### config.mk
export PLATFORM = sky130hd
export DESIGN_NAME = rat_int_ctrl_flat
export DESIGN_NICKNAME = d
export VERILOG_FILES = /design/src/rtl/rat_int_ctrl_pkg.sv /design/src/rtl/rat_int_ctrl_if.sv /design/src/rtl/rat_int_ctrl_irq_sync_edge.sv /design/src/rtl/rat_int_ctrl.sv /design/src/flat_wrapper.sv
export SDC_FILE = /design/constraint.sdc
export NUM_CORES = 1
export LEC_CHECK = 0
export ABC_AREA = 1
export CAP_MARGIN = 5
export CORE_UTILIZATION = 30
export DETAILED_ROUTE_END_ITERATION = 16
export PLACE_DENSITY = 0.6
export SLEW_MARGIN = 20
export SYNTH_ARGS = -nofsm -noshare
export SYNTH_HDL_FRONTEND = slang
export SYNTH_SLANG_ARGS = --single-unit
### constraint.sdc
create_clock -name clk -period 3.1 [get_ports clk]
set_input_delay 0.62 -clock clk [delete_from_list [all_inputs] [get_ports clk]]
set_output_delay 0.62 -clock clk [all_outputs]
set_load 0.01 [all_outputs]
### src/rtl/rat_int_ctrl_pkg.sv
// Shared types and constants for the RAT MCU interrupt controller.
// Holds the FSM state type, default port IDs and the lowest-index priority helper.
package rat_int_pkg;

  localparam int EOI_W = 3;

  localparam logic [7:0] ID_STATUS_DEF = 8'h30;
  localparam logic [7:0] ID_MASK_DEF   = 8'h31;
  localparam logic [7:0] ID_PEND_DEF   = 8'h32;
  localparam logic [7:0] ID_EOI_DEF    = 8'h33;

  typedef enum logic [1:0] {
    IDLE = 2'd0,
    REQ  = 2'd1,
    GAP  = 2'd2
  } int_state_t;

  // Index of the lowest set bit; source 0 has the highest priority.
  function automatic logic [EOI_W-1:0] lowest_set(input logic [7:0] v);
    lowest_set = '0;
    for (int i = 7; i >= 0; i--) begin
      if (v[i]) lowest_set = EOI_W'(i);
    end
  endfunction

endpackage

### src/rtl/rat_int_ctrl_if.sv
// MCU port-space bus: the CPU writes through port_id/out_port/io_strb and
// reads rd_data, with rd_hit selecting this block in the IN_PORT mux.
interface rat_int_ctrl_if;
  logic [7:0] port_id;
  logic [7:0] out_port;
  logic       io_strb;
  logic [7:0] rd_data;
  logic       rd_hit;

  modport master (output port_id, output out_port, output io_strb,
                  input  rd_data, input  rd_hit);
  modport slave  (input  port_id, input  out_port, input  io_strb,
                  output rd_data, output rd_hit);
endinterface

### src/rtl/rat_int_ctrl_irq_sync_edge.sv
// Per-bit 2-FF synchroniser for asynchronous IRQ lines, plus a history flop
// so a one-cycle rise pulse is produced for each low-to-high transition.
module irq_sync_edge #(
  parameter int WIDTH = 8
) (
  input  logic             clk,
  input  logic             reset_n,
  input  logic [WIDTH-1:0] async_in,
  output logic [WIDTH-1:0] rise
);

  logic [WIDTH-1:0] s1, s2, s3;

  // NOTE: non-blocking assignments make the three flops a true shift chain;
  // blocking ones would collapse it into a single stage.
  always_ff @(posedge clk or negedge reset_n) begin
    if (!reset_n) begin
      s1 <= '0;
      s2 <= '0;
      s3 <= '0;
    end else begin
      s1 <= async_in;
      s2 <= s1;
      s3 <= s2;
    end
  end

  assign rise = s2 & ~s3;

endmodule

### src/rtl/rat_int_ctrl.sv
// RAT MCU interrupt controller: edge-latched pending bits, enable mask,
// lowest-index priority and a REQ/GAP handshake retired by an EOI write.
module rat_int_ctrl
  import rat_int_pkg::*;
#(
  parameter int         N_SRC     = 8,
  parameter logic [7:0] ID_STATUS = ID_STATUS_DEF,
  parameter logic [7:0] ID_MASK   = ID_MASK_DEF,
  parameter logic [7:0] ID_PEND   = ID_PEND_DEF,
  parameter logic [7:0] ID_EOI    = ID_EOI_DEF
) (
  input  logic                 clk,
  input  logic                 reset_n,
  input  logic [N_SRC-1:0]     irq,
  rat_int_ctrl_if.slave        bus,
  output logic                 int_cu
);

  logic [N_SRC-1:0] mask, pend, rise, clr, pend_en;
  logic [7:0]       pend_ext;
  logic [EOI_W-1:0] cur_id, next_id, eoi_idx;
  logic             wr_mask, wr_pend, eoi_ok;
  int_state_t       state, state_nx;

  irq_sync_edge #(.WIDTH(N_SRC)) u_sync (
    .clk      (clk),
    .reset_n  (reset_n),
    .async_in (irq),
    .rise     (rise)
  );

  assign wr_mask = bus.io_strb && (bus.port_id == ID_MASK);
  assign wr_pend = bus.io_strb && (bus.port_id == ID_PEND);
  assign eoi_idx = bus.out_port[EOI_W-1:0];
  // The whole byte is range-checked, so e.g. 8'h09 never aliases onto source 1.
  assign eoi_ok  = bus.io_strb && (bus.port_id == ID_EOI) && (bus.out_port < 8'(N_SRC));

  // NOTE: every always_comb output gets a default first so no path leaves it
  // unassigned, which would otherwise infer a latch.
  always_comb begin
    clr = '0;
    if (wr_pend) clr = bus.out_port[N_SRC-1:0];
    if (eoi_ok)  clr[eoi_idx] = 1'b1;
  end

  assign pend_en = pend & mask;

  always_comb begin
    pend_ext = '0;
    pend_ext[N_SRC-1:0] = pend_en;
  end

  assign next_id = lowest_set(pend_ext);

  always_comb begin
    state_nx = state;
    case (state)
      IDLE:    if (|pend_en) state_nx = REQ;
      REQ:     if (eoi_ok && (eoi_idx == cur_id)) state_nx = GAP;
      GAP:     state_nx = IDLE;
      default: state_nx = IDLE;
    endcase
  end

  always_ff @(posedge clk or negedge reset_n) begin
    if (!reset_n) begin
      mask   <= '0;
      pend   <= '0;
      cur_id <= '0;
      state  <= IDLE;
      int_cu <= 1'b0;
    end else begin
      if (wr_mask) mask <= bus.out_port[N_SRC-1:0];
      // A fresh rise beats a clear of the same bit in the same cycle.
      pend  <= (pend & ~clr) | rise;
      if ((state == IDLE) && (|pend_en)) cur_id <= next_id;
      state  <= state_nx;
      int_cu <= (state_nx == REQ);
    end
  end

  always_comb begin
    bus.rd_data = 8'h00;
    bus.rd_hit  = 1'b0;
    case (bus.port_id)
      ID_STATUS: begin
        bus.rd_hit  = 1'b1;
        bus.rd_data = {(state == REQ), 4'b0000, cur_id};
      end
      ID_MASK: begin
        bus.rd_hit = 1'b1;
        bus.rd_data[N_SRC-1:0] = mask;
      end
      ID_PEND: begin
        bus.rd_hit = 1'b1;
        bus.rd_data[N_SRC-1:0] = pend;
      end
      default: ;
    endcase
  end

endmodule

### src/flat_wrapper.sv
// flat-port wrapper written by rule: the top's interface ports become plain ports
module rat_int_ctrl_flat import rat_int_pkg::*;
#(
  parameter int         N_SRC     = 8,
  parameter logic [7:0] ID_STATUS = ID_STATUS_DEF,
  parameter logic [7:0] ID_MASK   = ID_MASK_DEF,
  parameter logic [7:0] ID_PEND   = ID_PEND_DEF,
  parameter logic [7:0] ID_EOI    = ID_EOI_DEF
)
  (clk, reset_n, irq, int_cu, bus_port_id, bus_out_port, bus_io_strb, bus_rd_data, bus_rd_hit);
  rat_int_ctrl_if bus_i ();
  input  logic clk;
  input  logic reset_n;
  input  logic [N_SRC-1:0] irq;
  output logic int_cu;
  input wire logic [$bits(bus_i.port_id)-1:0] bus_port_id;
  input wire logic [$bits(bus_i.out_port)-1:0] bus_out_port;
  input wire logic [$bits(bus_i.io_strb)-1:0] bus_io_strb;
  output wire logic [$bits(bus_i.rd_data)-1:0] bus_rd_data;
  output wire logic [$bits(bus_i.rd_hit)-1:0] bus_rd_hit;
  assign bus_i.port_id = bus_port_id;
  assign bus_i.out_port = bus_out_port;
  assign bus_i.io_strb = bus_io_strb;
  assign bus_rd_data = bus_i.rd_data;
  assign bus_rd_hit = bus_i.rd_hit;
  rat_int_ctrl #(.N_SRC(N_SRC), .ID_STATUS(ID_STATUS), .ID_MASK(ID_MASK), .ID_PEND(ID_PEND), .ID_EOI(ID_EOI)) u_core (.clk(clk), .reset_n(reset_n), .irq(irq), .bus(bus_i), .int_cu(int_cu));
endmodule
[Yosys cells after proc, flatten, opt, wreduce, memory -nomap -nowiden]
Index checks and enable logic that the tools add are counted.
Word-level totals
  word-level logic and storage cells: 52
  bits of input ports: 27
  flip-flop bits (word level): 46
Cells by class
  reduce and logical (&&, ||, !) cells: 10
  bitwise operators: 7
  mux-type cells: 17
  eq/ne operators: 7
  $lt $le $gt $ge: 3
Operators with widths (number)
  8-bit by 6-bit equality test with 1-bit output, second input constant: 4
  8-bit AND: 3
  3-bit two-way mux: 8
  8-bit case mux with 3 select lines: 1
  8-bit two-way mux: 2
  8-bit inverter: 2
  8-bit OR: 2
  8-bit by 4-bit less-than comparator with 1-bit output, second input constant: 1
  8-bit OR reduction: 1
  1-bit logical AND: 7
  2-bit by 1-bit equality test with 1-bit output, second input constant: 2
  3-bit by 4-bit less-than comparator with 1-bit output, second input constant: 1
  2-bit two-way mux: 2
  2-bit case mux with 2 select lines: 1
  1-bit demux with 3-bit select: 1
  3-bit equality test: 1
  3-bit by 1-bit >= comparator with 1-bit output, second input constant: 1
  3-bit OR reduction: 1
  2-bit logical NOT: 1
  1-bit two-way mux: 2

[Longest topological paths before layout]
  word-level depth: 9
  gate-level depth with buffers: 10
  mapped depth without buffers: 10

[By module]
Synthesis repeated with hierarchy kept, for this count alone.
Second synthesis, totals
  cell total of the unflattened synthesis: 245
  area total of the unflattened synthesis: 2054.5 µm²
By module, submodules not included
  rat_int_ctrl: instances 1, area each 1373.8 µm², cells each 205, seq. area each 550.5 µm²
  irq_sync_edge: instances 1, area each 680.7 µm², cells each 40, seq. area each 600.6 µm²

[Least setup slack after synthesis]
Ideal clock, no wire load.
  path type: in2out
  from: input port bus_port_id[3]
  to: output port bus_rd_data[4]
  cell stages on the path: 5
  arrival: 1.428 ns
  slack: 1.052 ns
  data required time: 2.480 ns
  path buffers: 0
  cell sequence: nor2_2 > inv_1 > nor2_2 > nand3_1 > o21ai_0
On the way
  word-level cells in the longest chain between the ends: 2
RTL lines
  start: declaration: RTL line flat_wrapper.sv:16  | input wire logic [$bits(bus_i.port_id)-1:0] bus_port_id;
  8-bit by 6-bit equality test with 1-bit output: RTL line rat_int_ctrl.sv:85  | case (bus.port_id)
  8-bit case mux with 3 select lines *: RTL line rat_int_ctrl.sv:85
  end: declaration: RTL line flat_wrapper.sv:19  | output wire logic [$bits(bus_i.rd_data)-1:0] bus_rd_data;
Mark *: on every way between the ends. The rest lies on a longest branch, timed or not.

[Worst setup path after layout]
  from: input port bus_port_id[3]
  to: output port bus_rd_data[3]
The elaborated chain is that of the path after synthesis.

==> reports/summary.txt <==
CTS H-Tree Depth = 2
Sw Share = 22.1%
first-pass GRT wire length = 7180 um
Unique masters post-synth = 24
GRT met2 Usage = 20.8%
top fanout value on the critical path = 7
CTS Sinks = 46
Detail Placement HPWL = 3040 um
RR Startpoint = u_core.pend[2]
R2R cell count = 8
P_sw = 0.259 mW
ant diodes = 0
CTS Buf Count = 5
Tcrit/Tclk final = 95.5%
Setup TNS Final = 0 ns
Horiz. Die Dim = 84.4 um
combinational group share of total power = 9.0%
status = finished, violations left
fin crit period = 2.96 ns
final count of hold timing violations = 0
Via-to-Cell Ratio = 4.61
critical path data arrival time = 2.34 ns
total track usage = 12.9%
clk_skew = 0.00609 ns
largest net degree at the start of global routing = 47
Rel. slew slack = 62.0%
num rows = 29
max-slew violations = 0
pwr/cell area = 444 nW/um^2
Initial Utilization = 31.6%
RSZ-0062 raised after global routing = false
core area = 6460 um^2
fin util = 40.7%
Top Family by Delay on Critical Path = buffers and inverters
met1 usage = 16.7%
Place WS = 0.0717 ns
P&R area growth vs syn = 29.0%
Avg Cell Area, Syn = 9.22 um^2
CP Launch Type = primary input
slowest cell on the critical path = clkdlybuf4s50_1
crit path kind = in2out
# port buffers = 36
io pins = 37
vias in the first global route = 1573
worst path required time = 2.48 ns
cell mode on critical path = clkdlybuf4s50_1
CTS tree = built
setup violators final = 0
final net count = 294
Worst path max stage delay = 0.54 ns
Clock Latency Late Sink = 0.30 ns
layout cells sized above 1 = 12.7%
post_cts resized = 0
Sequential Power Share = 54.0%
Post-route DRC = 6
Mapped Cells = 221
clk slew on worst S/H paths = 0.08 ns
Antenna Nets Post-Route = 0
Leak = 1.23 nW
clock power share = 37.1%
P_int = 0.910 mW
actual slew at the worst max-slew pin = 0.570 ns
Finished Layout Cells = 345
#FFs+latches synth = 46
Max-cap violations = 0
area share of the largest cell type after synthesis = 56.5%
DRT Wirelength = 4120 um
Avg WL per Cell = 11.9 um
Post-Place Cells = 336
full die area = 7130 um^2
worst setup path startpoint = bus_port_id[3]
Tot Pwr = 1.17 mW
Min Hold Slack = 0.309 ns
post-synthesis sequential area ratio = 56.5%
Starting DRT DRC Count = 125
Synth Net Count = 248
Synth area leaders = dfrtp_1, nand2_1, nand3_1
final setup margin = 0.139 ns
Die Y = 84.4 um
GRT met3 Usage = 3.44%
initial antenna violation count = 0
Vias = 1590
Clock Tree Root = clkbuf_8
gpl congestion = 0.824
Synth area leader = dfrtp_1
Highest Clock Rate = 0.338 GHz
clk buf depth = 2
failing checks = design-rule violations
Syn. warnings = 0
Netlist Area Pre-Place = 2040 um^2
GR Overflow Total = 0
CP Capture Type = primary output
Max VDD drop = 0.334 mV
TritonRoute pass-1 iters = 10
Worst R2R Setup Slack = 1.84 ns
crit-path cells = clkdlybuf4s50_1 > nor2_2 > nand3_1 > nor2_4 > a22o_1 > clkdlybuf4s50_1
reg-to-reg critical path endpoint = u_core.cur_id[0]
gr busiest metal = met2
final instance area = 2630 um^2
Hold Path Class = in2async
Bufs and invs on worst path = 2
post-place instance area = 2500 um^2
[cell type report]
| type | instances | area (um^2) |
|---|---|---|
| clock buffer | 6 | 72.6 |
| clock inverter | 2 | 37.5 |
| fill | 658 | 3830 |
| inverter | 22 | 82.6 |
| multi-input combinational | 148 | 759 |
| sequential | 46 | 1150 |
| tap | 77 | 96.3 |
| timing repair buffer | 44 | 430 |
[worst max path at each step]
stage          slack (ns)  cells after the start        endpoint
6_report             0.14                      6  bus_rd_data[3]
5_1_grt             0.002                      7  bus_rd_data[0]
4_1_cts              0.04                      6  bus_rd_data[3]
3_5_place_dp         0.07                      6  bus_rd_data[5]
3_3_place_gp         0.10                      6  bus_rd_data[3]
2_1_floorplan        1.05                      5  bus_rd_data[4]
[synth_stat cells]
| master | n |
|---|---|
| o21ai_0 | 2 |
| nand4_1 | 13 |
| clkbuf_4 | 1 |
| nand3_4 | 1 |
| dfrtp_1 | 46 |
| nand2_1 | 62 |
| nand2_4 | 1 |
| a21oi_2 | 1 |
| o21ai_2 | 4 |
| inv_1 | 21 |
| nor2_2 | 5 |
| a22o_1 | 3 |
| a211oi_1 | 1 |
| nand3_2 | 2 |
| buf_6 | 3 |
| nor2_1 | 14 |
| xor2_1 | 2 |
| a21oi_1 | 1 |
| clkbuf_1 | 1 |
| nand3_1 | 31 |
| nor3_1 | 1 |
| nor2_4 | 3 |
| xnor2_1 | 1 |
| inv_2 | 1 |
[placed cells by master, fill, tap and decap left out, types with 2 or more instances in the layout]
cell type	n
nand2_1	62
dfrtp_1	46
clkdlybuf4s50_1	35
nand3_1	31
inv_1	21
nor2_1	14
nand4_1	13
buf_4	8
nor2_2	5
clkbuf_8	5
o21ai_2	4
nor2_4	3
a22o_1	3
o21ai_0	2
xor2_1	2
nand3_2	2
[kinds of logic after synthesis]
| group | count (synthesis) | synth area share (%) |
|---|---|---|
| xor+xnor | 3 | 1.29 |
| compound gates | 12 | 4.54 |
| buf+inv | 27 | 6.26 |
| flops | 46 | 56.5 |
| simple gates | 133 | 31.4 |
[layer usage]
metal | wire [um] | share of wire [%]
met1 | 1980 | 48
met2 | 1850 | 45
met3 | 222 | 5.4
met4 | 61 | 1.5
met5 | 0 | 0
[state kept, by name (all words and copies together), names as in the netlist]
name,flops
u_core.cur_id,3
u_core.int_cu,1
u_core.mask,8
u_core.pend,8
u_core.state,2
u_core.u_sync.s1,8
u_core.u_sync.s2,8
u_core.u_sync.s3,8
[power groups by stage]
stage | registers (mW) | logic (mW) | clock network, mW
after floorplan | 0.640 | 0.0432 | 0
after global placement | 0.642 | 0.104 | 0
after detailed placement | 0.643 | 0.106 | 0
after CTS | 0.631 | 0.106 | 0.449
after global routing | 0.633 | 0.118 | 0.473
final | 0.630 | 0.105 | 0.433
[repair_timing]
action                                  CTS  global route
hold endpoints to repair                  0             0
endpoints found under the setup margin    0             5
setup buffers                             0             1
hold buffers                              0             0
Power figures use the tool's default switching activity.
